## src/rtl/int_seq_ctrl.sv

```systemverilog
// Interrupt / halt sequencer: drains the pipeline, pushes the resume PC, fetches the ISR vector and loads it.
// Optional CCR shadow save/restore is built when INT_FLAG_SAVE_EN is defined.
module int_seq_ctrl #(
  parameter int ADDR_W = 8,
  parameter int DATA_W = 8,
  parameter logic [ADDR_W-1:0] VECTOR_ADDR = 'h01
) (
  input  logic              clk,
  input  logic              rst,
  input  logic              int_req,
  input  logic              hlt_en,
  input  logic              rti_wb,
  input  logic              pipe_empty,
  input  logic [ADDR_W-1:0] resume_pc,
  input  logic [DATA_W-1:0] sp_val,
  input  logic [3:0]        flags_in,
  input  logic [DATA_W-1:0] mem_rdata,
  output logic              fetch_stall,
  output logic              pipe_flush,
  output logic              mem_sel,
  output logic              mem_we,
  output logic              mem_re,
  output logic [ADDR_W-1:0] mem_addr,
  output logic [DATA_W-1:0] mem_wdata,
  output logic              sp_dec,
  output logic              pc_load,
  output logic [ADDR_W-1:0] pc_load_val,
  output logic              in_isr,
  output logic              halted,
  output logic              flags_restore,
  output logic [3:0]        flags_out
);

  typedef enum logic [2:0] {
    S_IDLE, S_DRAIN, S_HALT, S_PUSH_PC, S_RD_VEC, S_LD_PC
  } state_t;

  state_t            state, next_state;
  logic              int_req_d;
  logic              int_pend;
  logic [ADDR_W-1:0] pc_save;
  logic              capture_pc;
  logic              enter_halt;
  logic              enter_push;

  // NOTE: sequential state uses non-blocking assignments so every register samples pre-edge values.
  always_ff @(posedge clk or posedge rst) begin
    if (rst) begin
      state      <= S_IDLE;
      int_req_d  <= 1'b0;
      int_pend   <= 1'b0;
      in_isr     <= 1'b0;
      pc_save    <= '0;
      pipe_flush <= 1'b0;
    end else begin
      state     <= next_state;
      int_req_d <= int_req;
      // A fresh edge wins over the clear so it is never lost; edges while pending merge.
      if (int_req && !int_req_d) int_pend <= 1'b1;
      else if (enter_push)       int_pend <= 1'b0;
      if (state == S_LD_PC) in_isr <= 1'b1;
      else if (rti_wb)      in_isr <= 1'b0;
      if (capture_pc) pc_save <= resume_pc;
      pipe_flush <= enter_halt;
    end
  end

  // NOTE: every always_comb output gets a default first so no path can infer a latch.
  always_comb begin
    next_state  = state;
    capture_pc  = 1'b0;
    enter_halt  = 1'b0;
    enter_push  = 1'b0;
    fetch_stall = 1'b0;
    halted      = 1'b0;
    mem_sel     = 1'b0;
    mem_we      = 1'b0;
    mem_re      = 1'b0;
    mem_addr    = '0;
    mem_wdata   = '0;
    sp_dec      = 1'b0;
    pc_load     = 1'b0;
    pc_load_val = '0;
    case (state)
      S_IDLE: begin
        if (hlt_en) begin
          next_state = S_HALT;
          enter_halt = 1'b1;
          capture_pc = 1'b1;
        end else if (int_pend && !in_isr) begin
          next_state = S_DRAIN;
        end
      end
      S_DRAIN: begin
        fetch_stall = 1'b1;
        if (hlt_en) begin
          next_state = S_HALT;
          enter_halt = 1'b1;
          capture_pc = 1'b1;
        end else if (pipe_empty) begin
          next_state = S_PUSH_PC;
          capture_pc = 1'b1;
          enter_push = 1'b1;
        end
      end
      S_HALT: begin
        fetch_stall = 1'b1;
        halted      = 1'b1;
        if (int_pend) begin
          next_state = S_PUSH_PC;
          enter_push = 1'b1;
        end
      end
      S_PUSH_PC: begin
        fetch_stall = 1'b1;
        mem_sel     = 1'b1;
        mem_we      = 1'b1;
        mem_addr    = sp_val[ADDR_W-1:0];
        mem_wdata   = DATA_W'(pc_save);
        sp_dec      = 1'b1;
        next_state  = S_RD_VEC;
      end
      S_RD_VEC: begin
        fetch_stall = 1'b1;
        mem_sel     = 1'b1;
        mem_re      = 1'b1;
        mem_addr    = VECTOR_ADDR;
        next_state  = S_LD_PC;
      end
      S_LD_PC: begin
        fetch_stall = 1'b1;
        pc_load     = 1'b1;
        pc_load_val = mem_rdata[ADDR_W-1:0];
        next_state  = S_IDLE;
      end
      default: next_state = S_IDLE;
    endcase
  end

`ifdef INT_FLAG_SAVE_EN
  logic [3:0] shadow;

  always_ff @(posedge clk or posedge rst) begin
    if (rst) begin
      shadow        <= '0;
      flags_restore <= 1'b0;
      flags_out     <= '0;
    end else begin
      if (state == S_PUSH_PC) shadow <= flags_in;
      flags_restore <= rti_wb && in_isr;
      flags_out     <= (rti_wb && in_isr) ? shadow : 4'b0;
    end
  end
`else
  logic unused_flags;
  assign unused_flags  = ^flags_in;
  assign flags_restore = 1'b0;
  assign flags_out     = 4'b0;
`endif

endmodule

```

## config.mk

```make
export PLATFORM = sky130hd
export DESIGN_NAME = int_seq_ctrl
export DESIGN_NICKNAME = d
export VERILOG_FILES = /design/src/rtl/int_seq_ctrl.sv
export SDC_FILE = /design/constraint.sdc
export NUM_CORES = 1
export LEC_CHECK = 0
export CAP_MARGIN = 20
export CORE_UTILIZATION = 34
export DETAILED_ROUTE_END_ITERATION = 16
export GPL_TIMING_DRIVEN = 0
export HOLD_SLACK_MARGIN = 0.15
export MAX_ROUTING_LAYER = met4
export PLACE_DENSITY_LB_ADDON = 0.05
export SETUP_SLACK_MARGIN = 0.3
export SYNTH_ARGS = -nofsm -noshare
export SYNTH_HDL_FRONTEND = slang
export SYNTH_SLANG_ARGS = --single-unit
```

## constraint.sdc

```tcl
create_clock -name clk -period 2.55 [get_ports clk]
set_input_delay 0.3825 -clock clk [delete_from_list [all_inputs] [get_ports clk]]
set_output_delay 0.3825 -clock clk [all_outputs]
set_load 0.1 [all_outputs]
```

# After elaboration in Yosys (flattened, before gate mapping)
# Cells that the tools add are included.
dict set report totals {
  ff_bits 15
  in_bits 34
  output_inout_bits 38
}
dict set report classes {
  eq_ne 8
  n_mux 27
  n_reduce_logical 11
}
# cell n
set ops {}
lappend ops {{$mux 1} 16}
lappend ops {{$mux 8} 2}
lappend ops {{$pmux 8 s2} 1}
lappend ops {{$mux 3} 5}
lappend ops {{$pmux 3 s5} 1}
lappend ops {{$eq 3x2->1 const B} 2}
lappend ops {{$eq 3x3->1 const B} 2}
lappend ops {{$ne 3x3->1 const B} 2}
lappend ops {{$reduce_or 5->1} 1}
lappend ops {{$pmux 1 s2} 2}
lappend ops {{$reduce_bool 2->1} 2}
lappend ops {{$reduce_or 2->1} 2}
lappend ops {{$eq 3x1->1 const B} 1}
lappend ops {{$logic_not 3->1} 1}
lappend ops {{$reduce_and 3->1} 1}
lappend ops {{$logic_and 1x1->1} 2}
lappend ops {{$logic_not 1->1} 2}
lappend ops {{$ne 2x2->1 const B} 1}

# Longest topological paths before layout
dict set report depth {
  word_depth 5
  depth_mapped 5
  mapped_depth_nobuf 4
}

# Least setup slack after synthesis
# Ideal clock, no wire load.
dict set report synth_timing {
  path_kind {register to output}
  from {register state[2]}
  to {output mem_addr[0]}
  arrival_time_ns 3.516
  slack_ns -1.348
  stages_incl_launch_ff 4
  path_buffers 0
  cell_sequence {dfrtp_1 inv_1 nor3_1 a21o_1}
}
dict set report synth_via {
  elab_chain_cells 2
  elab_cells_between_ends 3
  classes_between {eq/ne: 2; mux: 1}
}
# element line_no
set synth_lines {}
lappend synth_lines {{start, declared} 38} ;# state_t state, next_state;
lappend synth_lines {{start signal, assigned} 56} ;# state <= next_state;
lappend synth_lines {{$eq 3x3->1 or $eq 3x2->1 (tied branches)} 84} ;# case (state)
lappend synth_lines {{$pmux 8 s2 (*)} 84}
lappend synth_lines {{end, declared} 23} ;# output logic [ADDR_W-1:0] mem_addr,
# Mark *: on every way between the ends. The rest lies on a longest branch, timed or not.

# Worst setup path in the final report
dict set report layout_timing {
  from {register in_isr}
  to {output in_isr}
}
# element line_no
set layout_rtl {}
lappend layout_rtl {{start, declared} 28} ;# output logic in_isr,
lappend layout_rtl {{start signal, assigned} 52} ;# in_isr <= 1'b0;
lappend layout_rtl {{start signal, assigned} 61} ;# if (state == S_LD_PC) in_isr <= 1'b1;
lappend layout_rtl {{start signal, assigned} 62} ;# else if (rti_wb) in_isr <= 1'b0;
# No word-level cell between the ends.

==> impl_metrics.yaml <==
run_status:
  status: "completed"
floorplan:
  die_y_microns: 52.8
  start_util_pct: 35.8
  design.core.area_sq_um: 2450
  pin_count: 72
  die_width_microns: 52.8
  die-area_sq_um: 2790
  rows: 18
critical_path:
  cp_cell_sequence: "clkdlybuf4s50_1"
  endpoint_kind: "primary output"
  worstPathMaxFanout: 3
  crit_family: "buffers and inverters"
  cpPeakStageDelay_ns: 1.14
  critPathBufInv: 1
  start_kind: "register"
  arrival_ns: 1.80
  critical_path_class: "reg -> out"
  cp.required_ns: 2.17
  crit_slowest_cell: "clkdlybuf4s50_1"
clock_tree:
  numClockSinks: 15
  clk_pin_slew_ns: 0.10
  htree_num_levels: 1
  cts_tree: "built"
  cts_buffer_depth: 2
  cts-root-buf: "clkbuf_4"
  clk-insertion-delay-late_ns: 0.29
  numCtsBuffers: 3
logic_synthesis:
  synth_top_area_cell: "dfrtp_1"
  syn_area_sq_um: 878
  synth.most_common_cell: "and2_1"
  ys_async_sr_fraction_pct: 100
  synth_area_leaders: "dfrtp_1, and2_1, mux2_2"
  synth.distinct_cells: 24
  ys_ff_latch: 15
  synth_ff_type: "dfrtp_1"
  yosysWarnings: 0
  ys_top_cells_by_count: "and2_1, dfrtp_1, mux2_2, buf_4, inv_1"
  synth_top_area_share_pct: 42.7
  ys_seq_area_share_pct: 42.7
  syn_area_per_cell_sq_um: 10.2
  syn_inst: 86
  synth-edff-count: 0
global_route:
  track_usage_pct: 16.6
  antenna_found_initial: 0
  grt_overflow: 0
  grt_pass1_wl_microns: 3330
  grt_pass1_vias: 774
  grt_max_degree: 16
drt:
  route.detailed.drc: 0
  wl_per_cell_microns: 11.6
  first_pass_iters: 4
  wirelength_microns: 2210
  dr_total_vias: 883
  drtIter0Drc: 15
  drt.antenna.violating_nets: 0
  via_per_inst: 4.62
sta:
  hold_viol: 0
  min_period_over_period_pct: 85.6
  skew_ns: 0.00812
  max_freq_ghz: 0.458
  setup_viol: 0
  slew_viol_final: 0
  timing.slew.headroom_pct: 35.1
  fin_tns_setup_ns: 0
  worstMarginPinSlew_ns: 0.971
  min_period_ns: 2.18
  grt_setup_unrepaired: "no"
  fin_hold_ws_ns: 0.427
place:
  place_inst: 182
  hpwl_microns: 1640
  port_buffers: 62
  place_congestion: 0.759
final_layout:
  fin_cells: 191
  antenna_cells: 0
  n_fill_cell: 191
  final_nets: 197
  final_core_util_pct: 69.1
  syn2layout_area_growth_pct: 93.0
  layout-drive-gt1-share_pct: 54.7
min_path:
  hp-class: "in -> async"
flow_run:
  cap_violations: 0
[cell type report]
| type | instances | area (sq um) | area share (%) |
|---|---|---|---|
| clock inverter | 1 | 7.51 | 0.443 |
| tap | 30 | 37.5 | 2.21 |
| inverter | 6 | 26.3 | 1.55 |
| clock buffer | 3 | 22.5 | 1.33 |
| multi-input combinational | 61 | 495 | 29.2 |
| sequential | 15 | 378 | 22.3 |
| buffer | 8 | 63.8 | 3.76 |
| timing repair buffer | 67 | 664 | 39.2 |
[sequential cells by signal, summed over array words and instances, names as in the netlist]
register	cells
int_req_d	1
int_pend	1
pc_save	8
in_isr	1
state	3
pipe_flush	1
[kinds of logic after synthesis]
group | synth area share (%)
AO/OA/AOI/OAI | 8.83
buffers and inverters | 8.83
adder cells (fa/ha/maj) | 1.42
multiplexers | 10.3
AND/OR/NAND/NOR | 27.5
other | 0.427
flip-flops | 42.7
[placed cells by master (no fill, tap or decap), drive strengths merged, types with 3 or more instances in the layout]
cell type	netlist	routed
a21oi	3	3
and2	24	24
buf	8	28
clkbuf	0	17
clkdlybuf4s50	0	31
conb	1	5
dfrtp	15	15
inv	6	5
mux2	8	8
nor3	4	4
[final timing paths]
| check | startpoint | to | slack (ns) | cells past startpoint |
|---|---|---|---|---|
| hold / removal | rst | pc_save[1]$_DFFE_PP0P_ | 0.43 | 2 |
| setup / recovery | in_isr$_DFFE_PP0P_ | in_isr | 0.37 | 1 |
| min in group clk | pc_save[6]$_DFFE_PP0P_ | pc_save[6]$_DFFE_PP0P_ | 0.51 | 1 |
| hold reg to reg | pc_save[6]$_DFFE_PP0P_ | pc_save[6]$_DFFE_PP0P_ | 0.51 | 1 |
| max in group asynchronous | rst | state[2]$_DFFE_PP0P_ | 1.71 | 2 |
| setup reg to reg | state[2]$_DFFE_PP0P_ | pc_save[1]$_DFFE_PP0P_ | 0.71 | 4 |
[timing repair]
| action | CTS | global route |
|---|---|---|
| pin swaps | 1 | 1 |
| hold endpoints to repair | 0 | 0 |
| resized for setup | 165 | 38 |
| setup endpoints to repair | 31 | 27 |
| setup buffers | 2 | 3 |
| hold buffers | 0 | 0 |
[metal layers]
layer | part of all wire (%) | vias to the layer above | GRT usage [%]
li1 | - | 423 | -
met1 | 39 | 417 | 19.1
met2 | 50 | 41 | 29.1
met3 | 9.9 | 2 | 4.35
met4 | 0.68 | 0 | 3.07
met5 | 0 | - | -
[per-stage QoR]
stage / setup WS, ns / instance area [sq um]
6_report: 0.367 / 1700
3_5_place_dp: -0.515 / 1610
2_1_floorplan: 0.0761 / 947
5_1_grt: 0.295 / 1700
3_3_place_gp: -0.474 / 1610
4_1_cts: 0.298 / 1560
Power is not shown: default switching activity piles up to over one toggle a cycle in this logic, so the estimate is an artifact.
